## config.mk

```make
export PLATFORM = sky130hd
export DESIGN_NAME = mx_row_feeder_flat
export DESIGN_NICKNAME = d
export VERILOG_FILES = /design/src/rtl/mx_feeder_pkg.sv /design/src/rtl/mx_row_feeder_if.sv /design/src/rtl/mx_act_serializer.sv /design/src/rtl/mx_row_feeder.sv /design/src/flat_wrapper.sv
export SDC_FILE = /design/constraint.sdc
export NUM_CORES = 1
export LEC_CHECK = 0
export BUFFER_PORTS_ARGS = -buffer_cell sky130_fd_sc_hd__buf_4
export CAP_MARGIN = 20
export CELL_PAD_IN_SITES_DETAIL_PLACEMENT = 0
export CELL_PAD_IN_SITES_GLOBAL_PLACEMENT = 1
export CORE_UTILIZATION = 30
export CTS_CLUSTER_DIAMETER = 150
export DETAILED_ROUTE_END_ITERATION = 6
export PLACE_DENSITY = 0.68
export SYNTH_ARGS = -nofsm -noshare
export SYNTH_HDL_FRONTEND = slang
export SYNTH_HIERARCHICAL = 1
export SYNTH_SLANG_ARGS = --single-unit
```

## constraint.sdc

```tcl
create_clock -name clk -period 2.85 [get_ports clk]
set_clock_uncertainty 0.15 [all_clocks]
set_input_delay 0.285 -clock clk [delete_from_list [all_inputs] [get_ports clk]]
set_output_delay 0.285 -clock clk [all_outputs]
set_load 0.02 [all_outputs]
```

## src/rtl/mx_feeder_pkg.sv

```systemverilog
// ---------------------------------------------------------------------------
// mx_feeder_pkg
// Shared constants and helpers for the MX cell-row feeder.
//   ACT_W      activation bits per lane, serialised LSB first
//   NUM_SLOTS  MAC slots per MX cell (the cell row is built for exactly 4)
//   WEIGHT_W   shared weight width
//   CNT_W      width of the bit / chunk counter
//   state_t    FSM encoding: ST_IDLE / ST_LOAD_W / ST_STREAM
//   slot_onehot(slot) -> one-hot slot vector for clr/mac_en
// ---------------------------------------------------------------------------
package mx_feeder_pkg;

    localparam int ACT_W     = 8;
    localparam int NUM_SLOTS = 4;
    localparam int WEIGHT_W  = 8;
    localparam int CNT_W     = $clog2(ACT_W);

    typedef logic [1:0] state_t;

    localparam state_t ST_IDLE   = 2'd0;
    localparam state_t ST_LOAD_W = 2'd1;
    localparam state_t ST_STREAM = 2'd2;

    typedef logic [$clog2(NUM_SLOTS)-1:0] slot_t;

    function automatic logic [NUM_SLOTS-1:0] slot_onehot(input slot_t slot);
        return NUM_SLOTS'(1) << slot;
    endfunction

endpackage

```

## src/rtl/mx_row_feeder_if.sv

```systemverilog
// ---------------------------------------------------------------------------
// mx_row_feeder_if
// Input handshake bundle of the row feeder: parallel activations and the
// shared weight, each on its own valid/ready pair.
//   act_valid / act_ready / act_data[DATA_WIDTH*8]  activation word
//   w_valid   / w_ready   / w_data[8]               shared weight
// Modports: master = producer of activations/weights, slave = the feeder.
// ---------------------------------------------------------------------------
interface mx_row_feeder_if #(
    parameter int DATA_WIDTH = 2
);
    import mx_feeder_pkg::*;

    logic                        act_valid;
    logic                        act_ready;
    logic [DATA_WIDTH*ACT_W-1:0] act_data;
    logic                        w_valid;
    logic                        w_ready;
    logic [WEIGHT_W-1:0]         w_data;

    modport master (
        output act_valid, act_data, w_valid, w_data,
        input  act_ready, w_ready
    );

    modport slave (
        input  act_valid, act_data, w_valid, w_data,
        output act_ready, w_ready
    );

endinterface

```

## src/rtl/mx_act_serializer.sv

```systemverilog
// ---------------------------------------------------------------------------
// mx_act_serializer
// Shift register shared by activation streaming and weight loading.
//   Activation mode: DATA_WIDTH independent 8-bit lanes, each shifted right
//   by one per cycle; ser_o[i] is the LSB of lane i.
//   Chunk mode: the weight sits in the low 8 bits and the whole register
//   shifts right by DATA_WIDTH; ser_o is the lowest DATA_WIDTH-bit chunk.
// Ports:
//   clk, reset        clock, synchronous active-high reset
//   load_act_i        parallel load of act_data_i (highest priority)
//   load_w_i          parallel load of w_data_i
//   shift_i           advance by one bit (activation) or one chunk (weight)
//   chunk_mode_i      1 = weight chunk mode, 0 = per-lane activation mode
//   act_data_i        DATA_WIDTH*8 activation word
//   w_data_i          8-bit shared weight
//   ser_o             current serial bit per lane / current weight chunk
// ---------------------------------------------------------------------------
module mx_act_serializer
    import mx_feeder_pkg::*;
#(
    parameter int DATA_WIDTH = 2
) (
    input  logic                        clk,
    input  logic                        reset,
    input  logic                        load_act_i,
    input  logic                        load_w_i,
    input  logic                        shift_i,
    input  logic                        chunk_mode_i,
    input  logic [DATA_WIDTH*ACT_W-1:0] act_data_i,
    input  logic [WEIGHT_W-1:0]         w_data_i,
    output logic [DATA_WIDTH-1:0]       ser_o
);

    localparam int SR_W = DATA_WIDTH * ACT_W;

    logic [SR_W-1:0] shift_q;
    logic [SR_W-1:0] shift_d;

    always_comb begin
        shift_d = shift_q;
        if (load_act_i) begin
            shift_d = act_data_i;
        end else if (load_w_i) begin
            shift_d = SR_W'(w_data_i);
        end else if (shift_i) begin
            if (chunk_mode_i) begin
                shift_d = shift_q >> DATA_WIDTH;
            end else begin
                // Each lane shifts on its own so lane bits never leak into
                // the neighbouring lane.
                for (int i = 0; i < DATA_WIDTH; i++) begin
                    shift_d[i*ACT_W +: ACT_W] = {1'b0, shift_q[i*ACT_W+1 +: ACT_W-1]};
                end
            end
        end
    end

    always_ff @(posedge clk) begin
        if (reset) begin
            shift_q <= '0;
        end else begin
            shift_q <= shift_d;
        end
    end

    always_comb begin
        ser_o = '0;
        if (chunk_mode_i) begin
            ser_o = shift_q[DATA_WIDTH-1:0];
        end else begin
            for (int i = 0; i < DATA_WIDTH; i++) begin
                ser_o[i] = shift_q[i*ACT_W];
            end
        end
    end

endmodule

```

## src/rtl/mx_row_feeder.sv

```systemverilog
// ---------------------------------------------------------------------------
// mx_row_feeder
// Upstream driver for one row of input-skipping MX cells. Accepts parallel
// activations and a shared weight over valid/ready and produces the cell-row
// input bundle: bit-serial data, zero flags, slot pulses, mac_en, the
// update_w weight-shift window and the sel toggle.
// Optional feature: define ZERO_SKIP_EN to drive per-lane zero flags;
// without it zero_inputs_out is tied to 0 and no zero-detect is built.
// Ports:
//   clk, reset            clock, synchronous active-high reset
//   feed_if (slave)       act_valid/ready/data, w_valid/ready/data
//   dataflow_out          serial bit per lane, or weight chunk in LOAD_W
//   zero_inputs_out       1 = lane activation is zero (ZERO_SKIP_EN only)
//   clr_and_plus_one_o    one-hot slot pulse on the first bit of a word
//   mac_en_o              one-hot slot, high for all bits of a word
//   update_w_o            high while the weight is being shifted in
//   sel_out               toggles once per activation
//   busy                  FSM not idle
// ---------------------------------------------------------------------------
module mx_row_feeder
    import mx_feeder_pkg::*;
#(
    parameter int DATA_WIDTH = 2
) (
    input  logic                  clk,
    input  logic                  reset,
    mx_row_feeder_if.slave        feed_if,
    output logic [DATA_WIDTH-1:0] dataflow_out,
    output logic [DATA_WIDTH-1:0] zero_inputs_out,
    output logic [NUM_SLOTS-1:0]  clr_and_plus_one_o,
    output logic [NUM_SLOTS-1:0]  mac_en_o,
    output logic                  update_w_o,
    output logic                  sel_out,
    output logic                  busy
);

    localparam logic [CNT_W-1:0] LAST_BIT   = CNT_W'(ACT_W - 1);
    localparam logic [CNT_W-1:0] LAST_CHUNK = CNT_W'(WEIGHT_W / DATA_WIDTH - 1);

    state_t           state_q, state_d;
    logic [CNT_W-1:0] bit_cnt_q, bit_cnt_d;
    slot_t            slot_q, slot_d;
    logic             sel_q, sel_d;

    logic                  load_act, load_w, shift_en;
    logic                  act_fire, w_fire;
    logic                  at_last_bit, at_last_chunk;
    logic [DATA_WIDTH-1:0] ser_data;
    logic [DATA_WIDTH-1:0] zero_flags;

    // ---------------- handshake ----------------
    assign at_last_bit   = (state_q == ST_STREAM) && (bit_cnt_q == LAST_BIT);
    assign at_last_chunk = (state_q == ST_LOAD_W) && (bit_cnt_q == LAST_CHUNK);

    // Weight has priority: an activation is only taken when no weight is
    // offered. A pending activation is also taken on the last weight chunk so
    // it streams straight after LOAD_W with no bubble.
    assign feed_if.w_ready   = !reset && ((state_q == ST_IDLE) || at_last_bit);
    assign feed_if.act_ready = !reset && !feed_if.w_valid &&
                               ((state_q == ST_IDLE) || at_last_bit || at_last_chunk);

    assign act_fire = feed_if.act_valid && feed_if.act_ready;
    assign w_fire   = feed_if.w_valid && feed_if.w_ready;

    // ---------------- FSM: state register ----------------
    // NOTE: sequential state uses non-blocking assignments so every register
    // samples the pre-edge value of every other register.
    always_ff @(posedge clk) begin
        if (reset) begin
            state_q <= ST_IDLE;
        end else begin
            state_q <= state_d;
        end
    end

    always_ff @(posedge clk) begin
        if (reset) begin
            bit_cnt_q <= '0;
            slot_q    <= '0;
            sel_q     <= 1'b0;
        end else begin
            bit_cnt_q <= bit_cnt_d;
            slot_q    <= slot_d;
            sel_q     <= sel_d;
        end
    end

    // ---------------- FSM: next state ----------------
    // NOTE: every signal driven here gets a default first, so no path leaves
    // one unassigned and no latch is inferred.
    always_comb begin
        state_d   = state_q;
        bit_cnt_d = bit_cnt_q;
        slot_d    = slot_q;
        sel_d     = sel_q;
        load_act  = 1'b0;
        load_w    = 1'b0;
        shift_en  = 1'b0;

        case (state_q)
            ST_IDLE: begin
                if (w_fire) begin
                    state_d   = ST_LOAD_W;
                    bit_cnt_d = '0;
                    slot_d    = '0;
                    sel_d     = 1'b0;
                    load_w    = 1'b1;
                end else if (act_fire) begin
                    state_d   = ST_STREAM;
                    bit_cnt_d = '0;
                    sel_d     = !sel_q;
                    load_act  = 1'b1;
                end
            end

            ST_LOAD_W: begin
                if (bit_cnt_q == LAST_CHUNK) begin
                    bit_cnt_d = '0;
                    if (act_fire) begin
                        state_d  = ST_STREAM;
                        sel_d    = !sel_q;
                        load_act = 1'b1;
                    end else begin
                        state_d = ST_IDLE;
                    end
                end else begin
                    bit_cnt_d = bit_cnt_q + CNT_W'(1);
                    shift_en  = 1'b1;
                end
            end

            ST_STREAM: begin
                if (bit_cnt_q == LAST_BIT) begin
                    bit_cnt_d = '0;
                    slot_d    = slot_q + slot_t'(1);
                    if (act_fire) begin
                        sel_d    = !sel_q;
                        load_act = 1'b1;
                    end else if (w_fire) begin
                        state_d = ST_LOAD_W;
                        slot_d  = '0;
                        sel_d   = 1'b0;
                        load_w  = 1'b1;
                    end else begin
                        state_d = ST_IDLE;
                    end
                end else begin
                    bit_cnt_d = bit_cnt_q + CNT_W'(1);
                    shift_en  = 1'b1;
                end
            end

            default: begin
                state_d = ST_IDLE;
            end
        endcase
    end

    // ---------------- datapath ----------------
    mx_act_serializer #(
        .DATA_WIDTH (DATA_WIDTH)
    ) u_serializer (
        .clk          (clk),
        .reset        (reset),
        .load_act_i   (load_act),
        .load_w_i     (load_w),
        .shift_i      (shift_en),
        .chunk_mode_i (state_q == ST_LOAD_W),
        .act_data_i   (feed_if.act_data),
        .w_data_i     (feed_if.w_data),
        .ser_o        (ser_data)
    );

`ifdef ZERO_SKIP_EN
    logic [DATA_WIDTH-1:0] zero_q, zero_d;

    // Flags are captured with the word so they are valid from its first bit.
    always_comb begin
        zero_d = zero_q;
        if (load_act) begin
            for (int i = 0; i < DATA_WIDTH; i++) begin
                zero_d[i] = (feed_if.act_data[i*ACT_W +: ACT_W] == '0);
            end
        end
    end

    always_ff @(posedge clk) begin
        if (reset) begin
            zero_q <= '0;
        end else begin
            zero_q <= zero_d;
        end
    end

    assign zero_flags = zero_q;
`else
    assign zero_flags = '0;
`endif

    // ---------------- FSM: outputs ----------------
    // sel_out keeps its level through idle gaps; it is cleared by reset and
    // by a weight load, which the cell mirrors on update_w.
    assign sel_out = sel_q;
    assign busy    = (state_q != ST_IDLE);

    always_comb begin
        dataflow_out       = '0;
        zero_inputs_out    = '0;
        clr_and_plus_one_o = '0;
        mac_en_o           = '0;
        update_w_o         = 1'b0;

        case (state_q)
            ST_LOAD_W: begin
                update_w_o   = 1'b1;
                dataflow_out = ser_data;
            end

            ST_STREAM: begin
                dataflow_out    = ser_data;
                zero_inputs_out = zero_flags;
                mac_en_o        = slot_onehot(slot_q);
                if (bit_cnt_q == '0) begin
                    clr_and_plus_one_o = slot_onehot(slot_q);
                end
            end

            default: begin
            end
        endcase
    end

endmodule

```

## src/flat_wrapper.sv

```systemverilog
// flat-port wrapper written by rule: the top's interface ports become plain ports
module mx_row_feeder_flat import mx_feeder_pkg::*;
#(
    parameter int DATA_WIDTH = 2
)
  (clk, reset, dataflow_out, zero_inputs_out, clr_and_plus_one_o, mac_en_o, update_w_o, sel_out, busy, feed_if_act_valid, feed_if_act_data, feed_if_w_valid, feed_if_w_data, feed_if_act_ready, feed_if_w_ready);
  mx_row_feeder_if #(.DATA_WIDTH(DATA_WIDTH)) feed_if_i ();
  input  logic clk;
  input  logic reset;
  output logic [DATA_WIDTH-1:0] dataflow_out;
  output logic [DATA_WIDTH-1:0] zero_inputs_out;
  output logic [NUM_SLOTS-1:0] clr_and_plus_one_o;
  output logic [NUM_SLOTS-1:0] mac_en_o;
  output logic update_w_o;
  output logic sel_out;
  output logic busy;
  input wire logic [$bits(feed_if_i.act_valid)-1:0] feed_if_act_valid;
  input wire logic [$bits(feed_if_i.act_data)-1:0] feed_if_act_data;
  input wire logic [$bits(feed_if_i.w_valid)-1:0] feed_if_w_valid;
  input wire logic [$bits(feed_if_i.w_data)-1:0] feed_if_w_data;
  output wire logic [$bits(feed_if_i.act_ready)-1:0] feed_if_act_ready;
  output wire logic [$bits(feed_if_i.w_ready)-1:0] feed_if_w_ready;
  assign feed_if_i.act_valid = feed_if_act_valid;
  assign feed_if_i.act_data = feed_if_act_data;
  assign feed_if_i.w_valid = feed_if_w_valid;
  assign feed_if_i.w_data = feed_if_w_data;
  assign feed_if_act_ready = feed_if_i.act_ready;
  assign feed_if_w_ready = feed_if_i.w_ready;
  mx_row_feeder #(.DATA_WIDTH(DATA_WIDTH)) u_core (.clk(clk), .reset(reset), .feed_if(feed_if_i), .dataflow_out(dataflow_out), .zero_inputs_out(zero_inputs_out), .clr_and_plus_one_o(clr_and_plus_one_o), .mac_en_o(mac_en_o), .update_w_o(update_w_o), .sel_out(sel_out), .busy(busy));
endmodule
```

After elaboration in Yosys (flattened, before gate mapping). Index checks and enable logic that the tools add are counted. Widths: inputs -> output; s select.

Add/sub/neg operators: 2. Equal/unequal tests: 10. Shift-type cells: 1. Multiplexer cells: 47. Reductions and logical operators: 23.

Operators with widths (number): $mux 16 (3); $mux 2 (12); $mux 1 (17); $mux 15 (1); $mux 3 (4); $mux 4 (3); $pmux 3 s3 (1); $reduce_and 4->1 (2); $logic_and 1x1->1 (7); $ne 3x1->1 const B (2); $pmux 1 s3 (2); $pmux 2 s3 (1); $reduce_bool 3->1 (2); $ne 2x1->1 const B (2); $ne 2x2->1 const B (2); $pmux 1 s2 (2); $pmux 2 s2 (1); $reduce_bool 2->1 (2); $shl 1x2->4 const A (1); $add 3x1->3 const B (1); $eq 3x2->1 const B (1); $eq 3x3->1 const B (1); $logic_not 1->1 (3); $logic_not 3->1 (1); other kinds (8) (9).

Flip-flop bits (word level): 24. Input bits: 28. Output and inout port bits: 17.

Depth between registers and ports, before layout. Gate-level depths: netlist (run 1).

Word-level depth: 11. Mapped depth: 11. Gate-level depth less buffers: 10.

Cells and area by module. The synthesis (run 1) kept the hierarchy.

By module, submodules not included: mx_act_serializer (times used 1, cells each 103, area each 962.2 sq um, sequential area each 320.3 sq um); mx_row_feeder (times used 1, cells each 113, area each 865.8 sq um, sequential area each 160.2 sq um).

Worst setup path after synthesis (run 1). Ideal clock, no wire load.

Path type: register to register. From: register u_core.state_q[1]. To: register u_core.u_serializer.shift_q[10]. Arrival time: 2.241 ns. Path slack: 0.347 ns. Stages on the path, launching flop included: 11. Path through: dfxtp_1 inv_1 ha_1 nand2_1 nand2_1 and3_1 nor3b_1 buf_6 nand2_2 and3_1 a2111oi_1.

Elaborated cells on any way between the ends: 26. Those cells by class: eq/ne: 2; mux: 14; reduce/logical: 10.

RTL lines: from (decl) (RTL line mx_row_feeder.sv:40) `state_t state_q, state_d;`; from (signal assigned) (RTL line mx_row_feeder.sv:72) `state_q <= state_d;`; $eq 2x2->1; $logic_and 1x1->1 (RTL line mx_row_feeder.sv:52) `assign at_last_bit = (state_q == ST_STREAM) && (bit_cnt_q == LAST_BIT);`; $logic_or 1x1->1 (RTL line mx_row_feeder.sv:58, mx_row_feeder.sv:60); $logic_or 1x1->1 (RTL line mx_row_feeder.sv:60) `((state_q == ST_IDLE) || at_last_bit || at_last_chunk);`; $logic_and 1x1->1 (RTL line mx_row_feeder.sv:59) `assign feed_if.act_ready = !reset && !feed_if.w_valid &&`; $logic_and 1x1->1 (RTL line mx_row_feeder.sv:62) `assign act_fire = feed_if.act_valid && feed_if.act_ready;`; $mux 1 (RTL line mx_row_feeder.sv:108, mx_row_feeder.sv:119, mx_row_feeder.sv:136); $mux 1, on equally long branches (RTL line mx_row_feeder.sv:133, mx_row_feeder.sv:102, mx_row_feeder.sv:117); $pmux 1 s3 * (RTL line mx_row_feeder.sv:100) `case (state_q)`; named net u_core.load_act (RTL line mx_row_feeder.sv:45) `logic load_act, load_w, shift_en;`; $reduce_bool 3->1 (no source line) / $mux 16 (equally long branches); to (signal assigned) (RTL line mx_act_serializer.sv:62) `shift_q <= shift_d;`; to (decl) (RTL line mx_act_serializer.sv:36) `logic [SR_W-1:0] shift_q;`.

Mark *: on every way through the listed nets, which the timed path passes. The rest lies on a longest branch. The select of a mux whose other input is x is not followed. A chain may end at the register's enable or synchronous reset.

Worst setup path in the final report (run 1).
From: register u_core.bit_cnt_q[0]. To: register u_core.u_serializer.shift_q[8].

Elaborated cells on any way between the ends: 25. Those cells by class: eq/ne: 2; mux: 14; reduce/logical: 9.

RTL lines: from (decl) (RTL line mx_row_feeder.sv:41) `logic [CNT_W-1:0] bit_cnt_q, bit_cnt_d;`; from (signal assigned) (RTL line mx_row_feeder.sv:82) `bit_cnt_q <= bit_cnt_d;`; $eq 3x3->1 (RTL line mx_row_feeder.sv:52, mx_row_feeder.sv:133); $logic_and 1x1->1 (RTL line mx_row_feeder.sv:52); $logic_or 1x1->1 (RTL line mx_row_feeder.sv:58, mx_row_feeder.sv:60); $logic_or 1x1->1 (RTL line mx_row_feeder.sv:60); $logic_and 1x1->1 (RTL line mx_row_feeder.sv:59); $logic_and 1x1->1 (RTL line mx_row_feeder.sv:62); $mux 1 (RTL line mx_row_feeder.sv:108, mx_row_feeder.sv:119, mx_row_feeder.sv:136); $mux 1, on equally long branches (RTL line mx_row_feeder.sv:133, mx_row_feeder.sv:102, mx_row_feeder.sv:117); $pmux 1 s3 * (RTL line mx_row_feeder.sv:100); named net u_core.load_act (RTL line mx_row_feeder.sv:45); $reduce_bool 3->1 (no source line) / $mux 16 (equally long branches).

Mark *: on every way through the listed nets, which the timed path passes. The rest lies on a longest branch.

==> results of run 1 <==
-- registers in the layout, indices dropped and copies added, names as in the netlist --
signal / count
u_core/bit_cnt_q: 3
u_core/state_q: 2
u_core/u_serializer/shift_q: 16
u_core/sel_out: 1
u_core/slot_q: 2
-- power by group --
group	internal, mW	switching (mW)	total, mW
registers	0.372	0.0267	0.399
clock network	0.188	0.116	0.303
logic	0.170	0.192	0.362
-- final timing paths --
check,startpoint,end,slack (ps)
max,u_core/bit_cnt_q[0],u_core/u_serializer/shift_q[8],290
min,feed_if_act_data[15],u_core/u_serializer/shift_q[15],100
min reg2reg,u_core/bit_cnt_q[1],u_core/bit_cnt_q[1],340
max reg2reg,u_core/bit_cnt_q[0],u_core/u_serializer/shift_q[8],290
-- final cells by class --
type / count / area [um^2] / share of cell area, %
repair buffers: 52 / 394 / 17.1
clock buffers: 3 / 41.3 / 1.79
well taps: 75 / 93.8 / 4.08
inverters: 15 / 56.3 / 2.45
multi-input cells: 163 / 1210 / 52.4
flip-flops and latches: 24 / 480 / 20.9
clock inverters: 1 / 30.0 / 1.30
-- critical path: stages, from the launching register on --
cell and delay (ps):
dfxtp_1 370, ha_1 210, ha_1 230, a21oi_1 100, nand2_1 110, and3_1 190, nor3b_4 300, buf_6 190
nand2_1 90, and3_1 180, a2111oi_2 340
-- logic make-up (layout without fill, tap and decap cells) --
family | count (synthesis) | in the layout
simple gates | 76 | 76
flops | 24 | 24
buf+inv | 30 | 71
compound gates | 50 | 50
mux | 21 | 21
other cells | 1 | 2
fa+ha+maj | 14 | 14
-- routing by layer --
metal / GRT usage (%) / vias up / part of all wire (%)
met5: 0 / - / 0
met4: 6.25 / 0 / 1.1
met3: 1.59 / 4 / 2.6
met2: 23.7 / 22 / 48
met1: 19.8 / 768 / 48
li1: - / 865 / -
-- placed cells by master, fill, tap and decap left out, drive strengths merged, types with 2 or more instances in the layout --
cell     netlist  layout
a211oi         7       7
buf            9      52
nand3          2       2
nand2         17      17
and3          13      13
mux2i         13      13
conb           1       2
o21ai          6       6
nor2b          5       5
ha            14      14
inv           14      14
dfxtp         24      24
a311oi         3       3
mux2           8       8
a22oi          2       2
and2           9       9
a2111oi        6       6
o22ai          8       8
o21a           2       2
clkbuf         6       3
a21oi          8       8
nor3           3       3
nand2b         4       4
nor2          14      14
-- repair_timing --
item | 4_1_cts | 5_1_grt
resized for setup | 0 | 2
setup endpoints to repair | 0 | 7
buffers inserted | 0 | 1
-- metrics by stage --
| stage | util (%) | total power, mW |
|---|---|---|
| floorplan | - | 0.647 |
| global placement | 37.6 | 0.770 |
| detailed placement | 37.6 | 0.767 |
| CTS | 38.8 | 1.08 |
| global route | 39.1 | 1.14 |
| finish | 39.1 | 1.06 |
==> out/qor.csv, run 1 <==
stage,metric,value,unit
timing,slew_viol_final,0,
logic_synthesis,synthTopCellsByCount,"dfxtp_1 (24), ha_1 (14), inv_1 (14), nor2_1 (14)",
layout,fin_cells,333,
logic_synthesis,synth_top_area_share,26.3,%
layout,final_cell_area,2300,um^2
clock_tree,cts-buffers-inserted,3,
logic_synthesis,syn_area,1830,um^2
routing,first_pass_iters,4,
power_and_ir_drop,leakagePower,0.962,nW
routing,drc,0,
timing,hold_ws,100,ps
placed_design,dp.cells,328,
timing,rsz0062_at_grt,false,
placed_design,dp_hpwl,3370,um
global_route,grt_pass1_vias,1540,
clock_tree,clock-sinks,24,
logic_synthesis,synth_seq_cells,24,
logic_synthesis,synth_top_family_by_area,simple AND/OR/NAND/NOR gates,
placed_design,dpl_worst_slack,189,ps
clock_tree,clk_pin_slew_worst_paths,90,ps
floorplanning,core,5890,um^2
placed_design,port_buffers,42,
power_and_ir_drop,peakVddDrop,0.263,mV
power_and_ir_drop,power_density,462,nW/um^2
timing,max_slew_margin,66.2,%
logic_synthesis,yosys_warnings,6,
timing,tightest_slew,505,ps
global_route,grt_first_pass_wirelength,7420,um
global_route,overflow,0,
timing,period_share,90.0,%
timing,clock.fmax,390,MHz
timing,fin_crit,2560,ps
clock_tree,insertion_delay,270,ps
placed_design,placed_area,2210,um^2
routing,post_drt_wl_per_cell,13.5,um
clock_tree,cts-root-buf,clkbuf_8,
routing,viasPerCell,4.98,
global_route,grtUsageTotal,14.7,%
critical_path,worstPathArrival,2580,ps
global_route,antenna_found_initial,0,
logic_synthesis,synth-edff-count,0,
timing,setup_violations,0,
clock_tree,cts.hold.buffers_added,0,
placed_design,gp_congestion,0.843,
logic_synthesis,synth_area_leaders,"dfxtp_1 (26%), ha_1 (9.6%), mux2i_1 (7.1%)",
logic_synthesis,synth-seq-area-share,26.3,%
logic_synthesis,synth.distinct_cells,48,
logic_synthesis,syn_inst,216,
critical_path,worst-setup-path-type,flip-flop to flip-flop,
logic_synthesis,ys.flop_type,dfxtp_1,
worst_hold_path,hold_depth,3,
timing,fin_tns_setup,0,ps
floorplanning,die_w,80.1,um
floorplanning,fp.dieArea,6410,um^2
routing,via_count,1659,
outcome,status,"finished, final reports clean",
routing,ant_nets,0,
layout,area_growth_syn_to_layout,25.9,%
critical_path,reg2reg_depth,10,
layout,fin_nets,301,
routing,drt_iter0_drc,63,
critical_path,cp-start-kind,flip-flop,
clock_tree,tritoncts,built,
worst_hold_path,hold_path_class,input port to flip-flop,
logic_synthesis,synthAdderAreaFrac,9.58,%
logic_synthesis,async_reset_ff_share,0,%
clock_tree,cts_max_path_buffers,2,
floorplanning,initial_core_util,31.1,%
critical_path,crit_required,2870,ps
floorplanning,io_pins,45,
layout,drive_gt1_share,24.8,%
logic_synthesis,avgSynthCellArea,8.46,um^2
logic_synthesis,synth_compound_area_share,20.7,%
floorplanning,num_rows,28,
clock_tree,cts.htree.levels,1,
logic_synthesis,synth_top_area_cell,dfxtp_1,
logic_synthesis,synth-simple-area-share,22.7,%
timing,setup_ws,285,ps
global_route,grt_max_degree,23,
timing,hold_viol,0,
logic_synthesis,synth_xor_area_share,0,%
layout,diodes,0,
critical_path,end_kind,flip-flop,
layout,fillCellCount,632,
floorplanning,die_y,80.1,um
logic_synthesis,yosysMostFrequentCell,dfxtp_1,
logic_synthesis,muxShareOfSynthArea,12.0,%
critical_path,cp_max_fo,9,
routing,routed_wl,4490,um
run,maxCapViolations,0,
No activity file was read; power rests on OpenSTA's default activity.
==> run 2, diff against run 1 <==
--- a/config.mk
+++ b/config.mk
@@ -11,8 +11,10 @@
 export CELL_PAD_IN_SITES_GLOBAL_PLACEMENT = 1
 export CORE_UTILIZATION = 30
 export CTS_CLUSTER_DIAMETER = 150
+export CTS_CLUSTER_SIZE = 30
 export DETAILED_ROUTE_END_ITERATION = 6
 export PLACE_DENSITY = 0.68
+export REMOVE_ABC_BUFFERS = 1
 export SYNTH_ARGS = -nofsm -noshare
 export SYNTH_HDL_FRONTEND = slang
 export SYNTH_HIERARCHICAL = 1
==> run 2 against run 1 <==
Effect of this change:
- core utilization fell by 0.085 points
- largest cell class unchanged
- via count fell by 0.30%
- combinational power barely moved
- power rose by 0.35%
- critical path type unchanged
==> out/qor.csv, run 2 (same netlist as run 1, synthesis figures left out) <==
stage,metric,value,unit,change
outcome,status,"finished, final reports clean",,unchanged
timing,rsz0062_at_grt,false,,unchanged
clock_tree,clock-sinks,24,,unchanged
worst_hold_path,hold_path_class,input port to flip-flop,,unchanged
global_route,grt_first_pass_wirelength,7520,um,was 7420 um
layout,final_common_cell,buf_4,,unchanged
placed_design,dp_hpwl,3390,um,was 3370 um
clock_tree,tritoncts,built,,unchanged
routing,post_drt_wl_per_cell,13.2,um,was 13.5 um
placed_design,port_buffers,42,,unchanged
routing,routed_wl,4380,um,was 4490 um
floorplanning,initial_core_util,31.1,%,unchanged
timing,clock.fmax,389,MHz,was 390 MHz
timing,period_share,90.3,%,was 90.0%
critical_path,slowest_stage,a2111oi_2,,was dfxtp_1
layout,top_register,u_core/u_serializer/shift_q,,unchanged
clock_tree,cts-buffers-inserted,3,,unchanged
layout,final_core_util,39.0,%,was 39.1%
timing,fin_tns_setup,0,ps,unchanged
placed_design,gp_congestion,0.810,,was 0.843
critical_path,cp_max_fo,9,,unchanged
clock_tree,clk_pin_slew_worst_paths,90,ps,about the same
power_and_ir_drop,leakagePower,0.962,nW,about the same
floorplanning,die_w,80.1,um,unchanged
layout,drive_gt1_share,25.7,%,was 24.8%
clock_tree,cts-root-buf,clkbuf_8,,unchanged
routing,first_pass_iters,4,,unchanged
global_route,grt_max_degree,23,,unchanged
global_route,grt_pass1_vias,1597,,"was 1,540"
routing,drc,0,,unchanged
routing,viasPerCell,4.98,,about the same
timing,setup_violations,0,,unchanged
layout,area_growth_syn_to_layout,25.7,%,was 25.9%
layout,largestRegisters,"u_core/u_serializer/shift_q: 16 flops, u_core/bit_cnt_q: 3 flops",,unchanged
power_and_ir_drop,peakVddDrop,0.226,mV,was 0.263 mV
layout,largest_reg_flops,16,,unchanged
clock_tree,post_cts_buffers,0,,unchanged
clock_tree,cts.htree.levels,1,,unchanged
timing,hold_viol,0,,unchanged
floorplanning,num_rows,28,,unchanged
power_and_ir_drop,power_density,465,nW/um^2,was 462 nW/um^2
critical_path,end_kind,flip-flop,,unchanged
floorplanning,die_y,80.1,um,unchanged
routing,ant_nets,0,,unchanged
clock_tree,cts_max_path_buffers,2,,unchanged
critical_path,worst-setup-path-type,flip-flop to flip-flop,,unchanged
routing,via_count,1654,,"was 1,659"
clock_tree,insertion_delay,270,ps,about the same
critical_path,path_common_cell,ha_1,,
layout,diodes,0,,unchanged
critical_path,crit_required,2870,ps,about the same
floorplanning,io_pins,45,,unchanged
run,maxCapViolations,0,,unchanged
critical_path,path_cells,ha_1 -> ha_1 -> a21oi_1 -> nand2_1 -> and3_1 -> nor3b_2 -> buf_4 -> or2_4 -> a2111oi_2,,was ha_1 -> ha_1 -> a21oi_1 -> nand2_1 -> and3_1 -> nor3b_4 -> buf_6 -> nand2_1 -> and3_1 -> a2111oi_2
routing,drt_iter0_drc,44,,was 63
layout,fin_nets,300,,was 301
power_and_ir_drop,total_power,1.07,mW,was 1.06 mW
global_route,grtUsageTotal,14.8,%,was 14.7%
timing,slew_viol_final,0,,unchanged
global_route,antenna_found_initial,0,,unchanged
floorplanning,fp.dieArea,6410,um^2,unchanged
critical_path,worstPathArrival,2590,ps,was 2580 ps
layout,final_cell_mix,"buf_4 (51), dfxtp_1 (24), inv_1 (14), nor2_1 (14), ha_1 (14)",,unchanged
timing,fin_crit,2570,ps,was 2560 ps
floorplanning,core,5890,um^2,unchanged
critical_path,critPathMaxStageDelay,360,ps,was 370 ps
global_route,overflow,0,,unchanged
critical_path,cp-start-kind,flip-flop,,unchanged
[run 2: cell count changes in the layout (fill, tap and decap cells not counted), sizes merged]
cell and change:
buf -1
[run 2: area by class of cell]
type | instances | area (um^2)
clock buffers | 3 | 41.3
clock inverters | 1 | 30.0
fillers | 622 | 3590
inverters | 15 | 56.3
multi-input cells | 163 | 1210
flip-flops and latches | 24 | 480
well taps | 75 | 93.8
repair buffers | 51 | 383
[run 2: timing repair]
item | CTS | global route
setup endpoints to repair | 0 | 2
gates resized for setup | 0 | 3
hold buffers | 0 | 0
[run 2: final timing paths]
| path | from | endpoint | slack [ps] | depth (start not counted) |
|---|---|---|---|---|
| max reg2reg | u_core/bit_cnt_q[0] | u_core/u_serializer/shift_q[8] | 280 | 9 |
| max | u_core/bit_cnt_q[0] | u_core/u_serializer/shift_q[8] | 280 | 9 |
| min reg2reg | u_core/bit_cnt_q[1] | u_core/bit_cnt_q[1] | 340 | 2 |
| min | reset | u_core/slot_q[0] | 110 | 2 |
[run 2: where the power goes]
| part | switching (mW) | total [mW] | internal (mW) |
|---|---|---|---|
| sequential | 0.0274 | 0.400 | 0.372 |
| combinational | 0.194 | 0.364 | 0.169 |
| clock | 0.117 | 0.305 | 0.188 |
[run 2: per-stage QoR]
stage / hold WS, ps / setup WS, ps / area, um^2 / std cells
final: 107 / 276 / 2300 / 332
after global routing: 121 / 30.3 / 2300 / 332
after CTS: 106 / 200 / 2280 / 332
after detailed placement: 339 / 228 / 2210 / 328
after global placement: 316 / 297 / 2210 / 328
after floorplan: 204 / -794 / 1730 / 202
[run 2: worst max-delay path, delay by kind of cell (launching register included)]
family | cells | cell delay [ps]
AO/OA/AOI/OAI | 2 | 550
adder cells (fa/ha/maj) | 2 | 460
buffers and inverters | 1 | 170
flip-flops | 1 | 340
AND/OR/NAND/NOR | 4 | 790
[run 2: per-layer routing]
metal	share of wire [%]	wire length (um)	GRT usage (%)	up-vias
met5	0	0	0	-
met4	0.57	25	3.75	0
met3	4.7	204	1.70	2
met2	46	2020	24.6	54
met1	49	2130	20.1	743
li1	-	-	-	855
